**src/rtl/ewb_queue_pkg.sv**
```systemverilog
// Shared types and default widths for the eviction write buffer.
package ewb_queue_pkg;

  localparam int EWB_ADDR_W = 16;
  localparam int EWB_LINE_W = 128;

  typedef enum logic [1:0] {
    S_IDLE  = 2'd0,
    S_ACK   = 2'd1,
    S_DRAIN = 2'd2,
    S_READ  = 2'd3
  } ewb_state_t;

endpackage

```
**src/rtl/ewb_match.sv**
```systemverilog
// Parallel address compare of the cpu line address against every valid
// buffer entry. The head entry can be masked out while it is being drained,
// so a write to an in-flight line is never coalesced into it.
module ewb_match
  import ewb_queue_pkg::*;
#(
  parameter int ADDR_W = EWB_ADDR_W,
  parameter int DEPTH  = 4,
  parameter int IDX_W  = $clog2(DEPTH)
) (
  input  logic [ADDR_W-1:0]            i_adr,
  input  logic [DEPTH-1:0]             i_valid,
  input  logic [DEPTH-1:0][ADDR_W-1:0] i_entry_adr,
  input  logic                         i_excl_head,
  input  logic [IDX_W-1:0]             i_head,
  output logic                         o_hit,
  output logic [DEPTH-1:0]             o_onehot,
  output logic [IDX_W-1:0]             o_idx
);

  // Per-entry compare; coalescing keeps at most one bit set, so OR-ing the
  // indices of set bits yields the matching index directly.
  always_comb begin
    o_onehot = '0;
    o_idx    = '0;
    for (int i = 0; i < DEPTH; i++) begin
      o_onehot[i] = i_valid[i] && (i_entry_adr[i] == i_adr) &&
                    !(i_excl_head && (i_head == IDX_W'(i)));
      o_idx       = o_idx | (o_onehot[i] ? IDX_W'(i) : '0);
    end
    o_hit = |o_onehot;
  end

endmodule

```
**src/rtl/ewb_queue.sv**
```systemverilog
// Eviction write buffer between L1 and memory: a circular FIFO of dirty
// lines with write coalescing, read-hit service and read-miss pass-through.
// Drains happen when the cpu has been idle long enough or a write finds the
// buffer full.
module ewb_queue
  import ewb_queue_pkg::*;
#(
  parameter int ADDR_W      = EWB_ADDR_W,
  parameter int LINE_W      = EWB_LINE_W,
  parameter int DEPTH       = 4,
  parameter int IDLE_CYCLES = 2
) (
  input  logic                     clk,
  input  logic                     rst_n,
  input  logic                     cpu_cyc,
  input  logic                     cpu_stb,
  input  logic                     cpu_we,
  input  logic [ADDR_W-1:0]        cpu_adr,
  input  logic [LINE_W-1:0]        cpu_wdata,
  output logic [LINE_W-1:0]        cpu_rdata,
  output logic                     cpu_ack,
  output logic                     mem_cyc,
  output logic                     mem_stb,
  output logic                     mem_we,
  output logic [ADDR_W-1:0]        mem_adr,
  output logic [LINE_W-1:0]        mem_wdata,
  input  logic [LINE_W-1:0]        mem_rdata,
  input  logic                     mem_ack,
  output logic [$clog2(DEPTH):0]   count
);

  localparam int PTR_W = $clog2(DEPTH);
  localparam int CNT_W = PTR_W + 1;
  localparam int IC_W  = $clog2(IDLE_CYCLES + 1);

  ewb_state_t                  r_state;
  ewb_state_t                  w_state_nxt;
  logic [DEPTH-1:0]            r_valid;
  logic [DEPTH-1:0][ADDR_W-1:0] r_adr;
  logic [DEPTH-1:0][LINE_W-1:0] r_data;
  logic [PTR_W-1:0]            r_head;
  logic [PTR_W-1:0]            r_tail;
  logic [CNT_W-1:0]            r_count;
  logic [IC_W-1:0]             r_idle_cnt;
  logic [LINE_W-1:0]           r_rdata;

  logic                        w_req;
  logic                        w_hit;
  logic [DEPTH-1:0]            w_onehot;
  logic [PTR_W-1:0]            w_idx;
  logic                        w_push;
  logic                        w_pop;
  logic                        w_coal;
  logic                        w_rd_hit;

  assign w_req = cpu_cyc & cpu_stb;

  ewb_match #(
    .ADDR_W (ADDR_W),
    .DEPTH  (DEPTH),
    .IDX_W  (PTR_W)
  ) u_match (
    .i_adr       (cpu_adr),
    .i_valid     (r_valid),
    .i_entry_adr (r_adr),
    .i_excl_head (r_state == S_DRAIN),
    .i_head      (r_head),
    .o_hit       (w_hit),
    .o_onehot    (w_onehot),
    .o_idx       (w_idx)
  );

  // Next-state and FIFO action decode; S_IDLE resolves requests in priority order.
  always_comb begin
    w_state_nxt = r_state;
    w_push      = 1'b0;
    w_pop       = 1'b0;
    w_coal      = 1'b0;
    w_rd_hit    = 1'b0;
    case (r_state)
      S_IDLE: begin
        if (w_req && cpu_we) begin
          if (w_hit) begin
            w_coal      = 1'b1;
            w_state_nxt = S_ACK;
          end else if (r_count != CNT_W'(DEPTH)) begin
            w_push      = 1'b1;
            w_state_nxt = S_ACK;
          end else begin
            w_state_nxt = S_DRAIN;
          end
        end else if (w_req) begin
          if (w_hit) begin
            w_rd_hit    = 1'b1;
            w_state_nxt = S_ACK;
          end else begin
            w_state_nxt = S_READ;
          end
        end else if ((r_count != '0) && (r_idle_cnt >= IC_W'(IDLE_CYCLES))) begin
          w_state_nxt = S_DRAIN;
        end else begin
          w_state_nxt = S_IDLE;
        end
      end
      S_ACK: begin
        w_state_nxt = S_IDLE;
      end
      S_DRAIN: begin
        if (mem_ack) begin
          w_pop       = 1'b1;
          w_state_nxt = S_IDLE;
        end else begin
          w_state_nxt = S_DRAIN;
        end
      end
      S_READ: begin
        if (mem_ack) begin
          w_state_nxt = S_IDLE;
        end else begin
          w_state_nxt = S_READ;
        end
      end
      default: begin
        w_state_nxt = S_IDLE;
      end
    endcase
  end

  // State register and cpu-idle counter (saturating, cleared by any request).
  always_ff @(posedge clk or negedge rst_n) begin
    if (!rst_n) begin
      r_state    <= S_IDLE;
      r_idle_cnt <= '0;
    end else begin
      r_state <= w_state_nxt;
      if (w_req) begin
        r_idle_cnt <= '0;
      end else if ((r_state == S_IDLE) && (r_idle_cnt < IC_W'(IDLE_CYCLES))) begin
        r_idle_cnt <= r_idle_cnt + IC_W'(1);
      end else begin
        r_idle_cnt <= r_idle_cnt;
      end
    end
  end

  // Entry storage, pointers and count; push, coalesce and pop are mutually exclusive.
  always_ff @(posedge clk or negedge rst_n) begin
    if (!rst_n) begin
      r_valid <= '0;
      r_adr   <= '0;
      r_data  <= '0;
      r_head  <= '0;
      r_tail  <= '0;
      r_count <= '0;
      r_rdata <= '0;
    end else begin
      for (int i = 0; i < DEPTH; i++) begin
        if (w_push && (r_tail == PTR_W'(i))) begin
          r_valid[i] <= 1'b1;
          r_adr[i]   <= cpu_adr;
          r_data[i]  <= cpu_wdata;
        end else if (w_coal && w_onehot[i]) begin
          r_data[i]  <= cpu_wdata;
        end else if (w_pop && (r_head == PTR_W'(i))) begin
          r_valid[i] <= 1'b0;
        end
      end
      if (w_push) begin
        r_tail  <= r_tail + PTR_W'(1);
        r_count <= r_count + CNT_W'(1);
      end else if (w_pop) begin
        r_head  <= r_head + PTR_W'(1);
        r_count <= r_count - CNT_W'(1);
      end
      if (w_rd_hit) begin
        r_rdata <= r_data[w_idx];
      end
    end
  end

  // Bus outputs decoded from the state register; read misses pass memory straight through.
  always_comb begin
    mem_cyc   = (r_state == S_DRAIN) || (r_state == S_READ);
    mem_stb   = mem_cyc;
    mem_we    = (r_state == S_DRAIN);
    mem_adr   = '0;
    mem_wdata = '0;
    cpu_ack   = (r_state == S_ACK);
    cpu_rdata = r_rdata;
    if (r_state == S_DRAIN) begin
      mem_adr   = r_adr[r_head];
      mem_wdata = r_data[r_head];
    end else if (r_state == S_READ) begin
      mem_adr   = cpu_adr;
      cpu_ack   = mem_ack;
      cpu_rdata = mem_rdata;
    end else begin
      mem_adr   = '0;
    end
    count = r_count;
  end

endmodule

```
**config.mk**
```make
export PLATFORM = sky130hd
export DESIGN_NAME = ewb_queue
export DESIGN_NICKNAME = d
export VERILOG_FILES = /design/src/rtl/ewb_queue_pkg.sv /design/src/rtl/ewb_match.sv /design/src/rtl/ewb_queue.sv
export SDC_FILE = /design/constraint.sdc
export NUM_CORES = 2
export LEC_CHECK = 0
export ABC_CLOCK_PERIOD_IN_PS = 10700
export BUFFER_PORTS_ARGS = -buffer_cell sky130_fd_sc_hd__buf_2
export CAP_MARGIN = 10
export CORE_UTILIZATION = 55
export CTS_CLUSTER_SIZE = 10
export DETAILED_ROUTE_END_ITERATION = 8
export HOLD_SLACK_MARGIN = 0.08
export PLACE_DENSITY = 0.77
export SLEW_MARGIN = 20
export SYNTH_ARGS = -nofsm -noshare
export SYNTH_HDL_FRONTEND = slang
export SYNTH_HIERARCHICAL = 1
export SYNTH_SLANG_ARGS = --single-unit
export TNS_END_PERCENT = 100
```
**constraint.sdc**
```tcl
create_clock -name clk -period 10.7 [get_ports clk]
set_clock_uncertainty 0.15 [all_clocks]
set_input_delay 2.14 -clock clk [delete_from_list [all_inputs] [get_ports clk]]
set_output_delay 2.14 -clock clk [all_outputs]
set_load 0.05 [all_outputs]
```
==> results by group <==
Detailed routing
  – ANT nets after route: 0
  – Avg Vias per Cell: 6.16
  – DR vias: between 20,000 and 25,000
  – Drt wl/cell: 24.7 um
  – Final WL: 98.8 mm
  – Residual DRC: 0
  – Drt first pass iters: 5
  – Drt initial violations: roughly 1,900

Yosys
  – Distinct cells, synth: 44
  – Yosys top cell area share: 0.490
  – Mapped Avg Cell Area: 14.1 sq um
  – Synth Net Count: slightly below 3,000
  – Post-synth EDFFs: 0
  – Ys async rst share: 1.00
  – Synth cell count leaders: 719 x dfrtp_1, 699 x mux2_2, 395 x nand2_1
  – Synth Flop Type: dfrtp_1
  – Synth warn: 6
  – Synth Register Bits: 719
  – Most frequent cell after synthesis: dfrtp_1
  – Ranking of synthesized cells by area: dfrtp_1 49%, mux2_2 21%, mux4_2 17%, nand2_1 4.0%, and2_1 2.2%
  – Cells after synthesis: 2,596
  – Yosys top cell by area: dfrtp_1
  – Syn Std Cell Area: 0.0367 sq mm
  – Post-synthesis sequential area ratio: 0.490

Power and ir drop
  – Pwr Total: between 10,000 and 15,000 uW
  – Peak VDD IR: about 210 uV
  – Reg power frac: 0.384
  – Pint: about 7600 uW
  – Share of total power in combinational logic: 0.402
  – NetSw: 4500 uW
  – Pwr dens: between 200 and 300 mW/mm^2
  – Switch share: 0.371
  – Leakage: 0.0207 uW
  – Clock network fraction of total power: 0.215

Clocking
  – Root Driver: clkbuf_16
  – Post-CTS setup buffer count: 0
  – H-tree depth: 3
  – Clock Latency Late Sink: 610 ps
  – CTS Hold Buffers Added: 0
  – CTS tree: yes
  – Clock Path Buffers: 3
  – Clock slew seen by the registers of the worst setup and hold paths: approximately 60 ps
  – Post-CTS sizing: 0
  – Clock buffer count from CTS: 84
  – Clock sinks: 719

Timing
  – Max Fclk: 157 MHz
  – Final WS setup: 4320 ps
  – Slew @ Worst Pin: 1060 ps
  – RSZ-0062 raised after global routing: false
  – Final Hold Fails: 0
  – TNS Setup: 0 ps
  – Fin. max-slew vios: 0
  – Worst hold slack: about 350 ps
  – Final period utilization: 0.597
  – # setup viols final: 0
  – Tmin final: 6380 ps
  – Relative slew slack: 0.291

Worst setup path
  – CP arrival: about 4100 ps
  – Kind of critical path: flop to primary output
  – Crit path max fanout: 65
  – Crit. End Element: primary output
  – CP startpoint kind: flop
  – Worst endpoint required time: 8410 ps
  – Most used cell, CP: buf_4
  – Worst path max stage delay: 730 ps
  – Cells along the critical path: nor2b_4 -> buf_4 -> buf_4 -> and2_1 -> buf_2
  – Slowest CP cell: buf_4

Finish
  – Layout area overhead: 15.9%
  – NumNets Final: approximately 3,400
  – Layout filler cell count: around 4,800
  – Final non-filler cell total: 3,994
  – Layout cells sized above 1: 0.541

Die
  – Row cnt: 94
  – Initial Util: 0.557
  – Core area: 0.0659 sq mm
  – IO Count: 557
  – Die height: roughly 260 um
  – DIE AREA: ~0.068 sq mm
  – DIE WIDTH: 260 um

Placed design
  – PortBufs: approximately 560
  – Placement Setup Slack: 4470 ps
  – Final GP Congestion: 0.871
  – Dpl hpwl: ~61 mm
  – Placed Cells: 3,854

GRT
  – Largest net degree at the start of global routing: 187
  – Global-route wire length before repair: 153 mm
  – Initial antenna violation count: 34
  – Vias in the first global route: 26,400
  – Global-route usage over all layers: 0.295
  – Total congestion overflow: 0

Min path
  – Hold crit path type: flop to flop

Run
  – Max cap viols: 0

Run status
  – Outcome: completed
area by class of cell:
class / count / area, sq um / share of cell area
sequential: 719 / 18000 / 0.423
clock buffer: 109 / 2320 / 0.0545
inverter: 15 / 56.3 / 0.00132
tap: 864 / 1080 / 0.0254
multi-input combinational: 1671 / 17800 / 0.419
timing repair buffer: 587 / 3120 / 0.0732
antenna: 24 / 60.1 / 0.00141
clock inverter: 5 / 80.1 / 0.00188
cells by family (layout without fill, tap and decap cells):
family,after synthesis,in the layout,share of synthesized area
xor gates and xnor gates,69,69,0.0173
muxes,980,980,0.384
adders and majority gates,10,10,0.00341
other,0,24,0
AOI/OAI and AO/OA,35,35,0.00733
buffers and inverters,206,716,0.0255
and+or+nand+nor,577,577,0.0721
DFF,719,719,0.490
metal layers:
layer  up-vias  part of all wire  GRT usage
li1      10400                 -          -
met1     13000              0.39      0.383
met2       969              0.50      0.484
met3       225             0.063     0.0548
met4        18             0.039      0.133
met5         -            0.0010          0
state kept, by name (all words and copies together) (netlist names), 3 cells and up:
register and count:
r_valid 4, r_data 512, r_adr 64, count 3
r_rdata 128
final timing paths:
path / slack, ps / endpoint / cells past startpoint / start
worst max-delay path: 4320 / mem_wdata[20] / 5 / r_state[1]
worst min-delay path: 350 / r_rdata[75] / 1 / r_rdata[75]
min in group asynchronous: 1440 / r_adr[8] / 1 / rst_n
worst min register to register: 350 / r_rdata[75] / 1 / r_rdata[75]
worst max register to register: 4930 / r_data[481] / 12 / r_state[1]
max in group asynchronous: 6720 / r_rdata[65] / 3 / rst_n
power groups by stage:
stage / clock network, uW / registers [uW] / logic, uW
after floorplan: 0 / 4310 / 3890
after global placement: 0 / 4490 / 4750
after detailed placement: 0 / 4650 / 4870
after CTS: 2640 / 4620 / 4900
after global routing: 2740 / 4780 / 5150
final: 2600 / 4650 / 4870
cells in the final DEF (no fill, tap or decap), drive strengths merged, types with 4 or more instances in the layout:
cell type,Yosys,final
dfrtp,719,719
mux2,708,708
buf,115,587
nand2,399,399
mux4,272,272
and2,131,131
clkbuf,76,109
xnor2,52,52
diode,0,24
xor2,17,17
inv,15,17
a22o,16,16
nand4,15,15
ha,10,10
nor3,7,7
nor4,6,6
o21ai,4,4
a21oi,4,4
a22oi,4,4
nor3b,4,4
worst max-delay path, delay by kind of cell (launching register included):
kind	cells	cell delay [ps]
DFF	1	610
buffers and inverters	3	1740
and+or+nand+nor	2	960
through the flow:
step                utilization  cell area (sq um)
global placement          0.608              40000
floorplan                     -              36700
finish                    0.646              42600
detailed placement        0.608              40000
CTS                       0.644              42400
global route              0.646              42500
No activity file was read; power rests on OpenSTA's default activity.
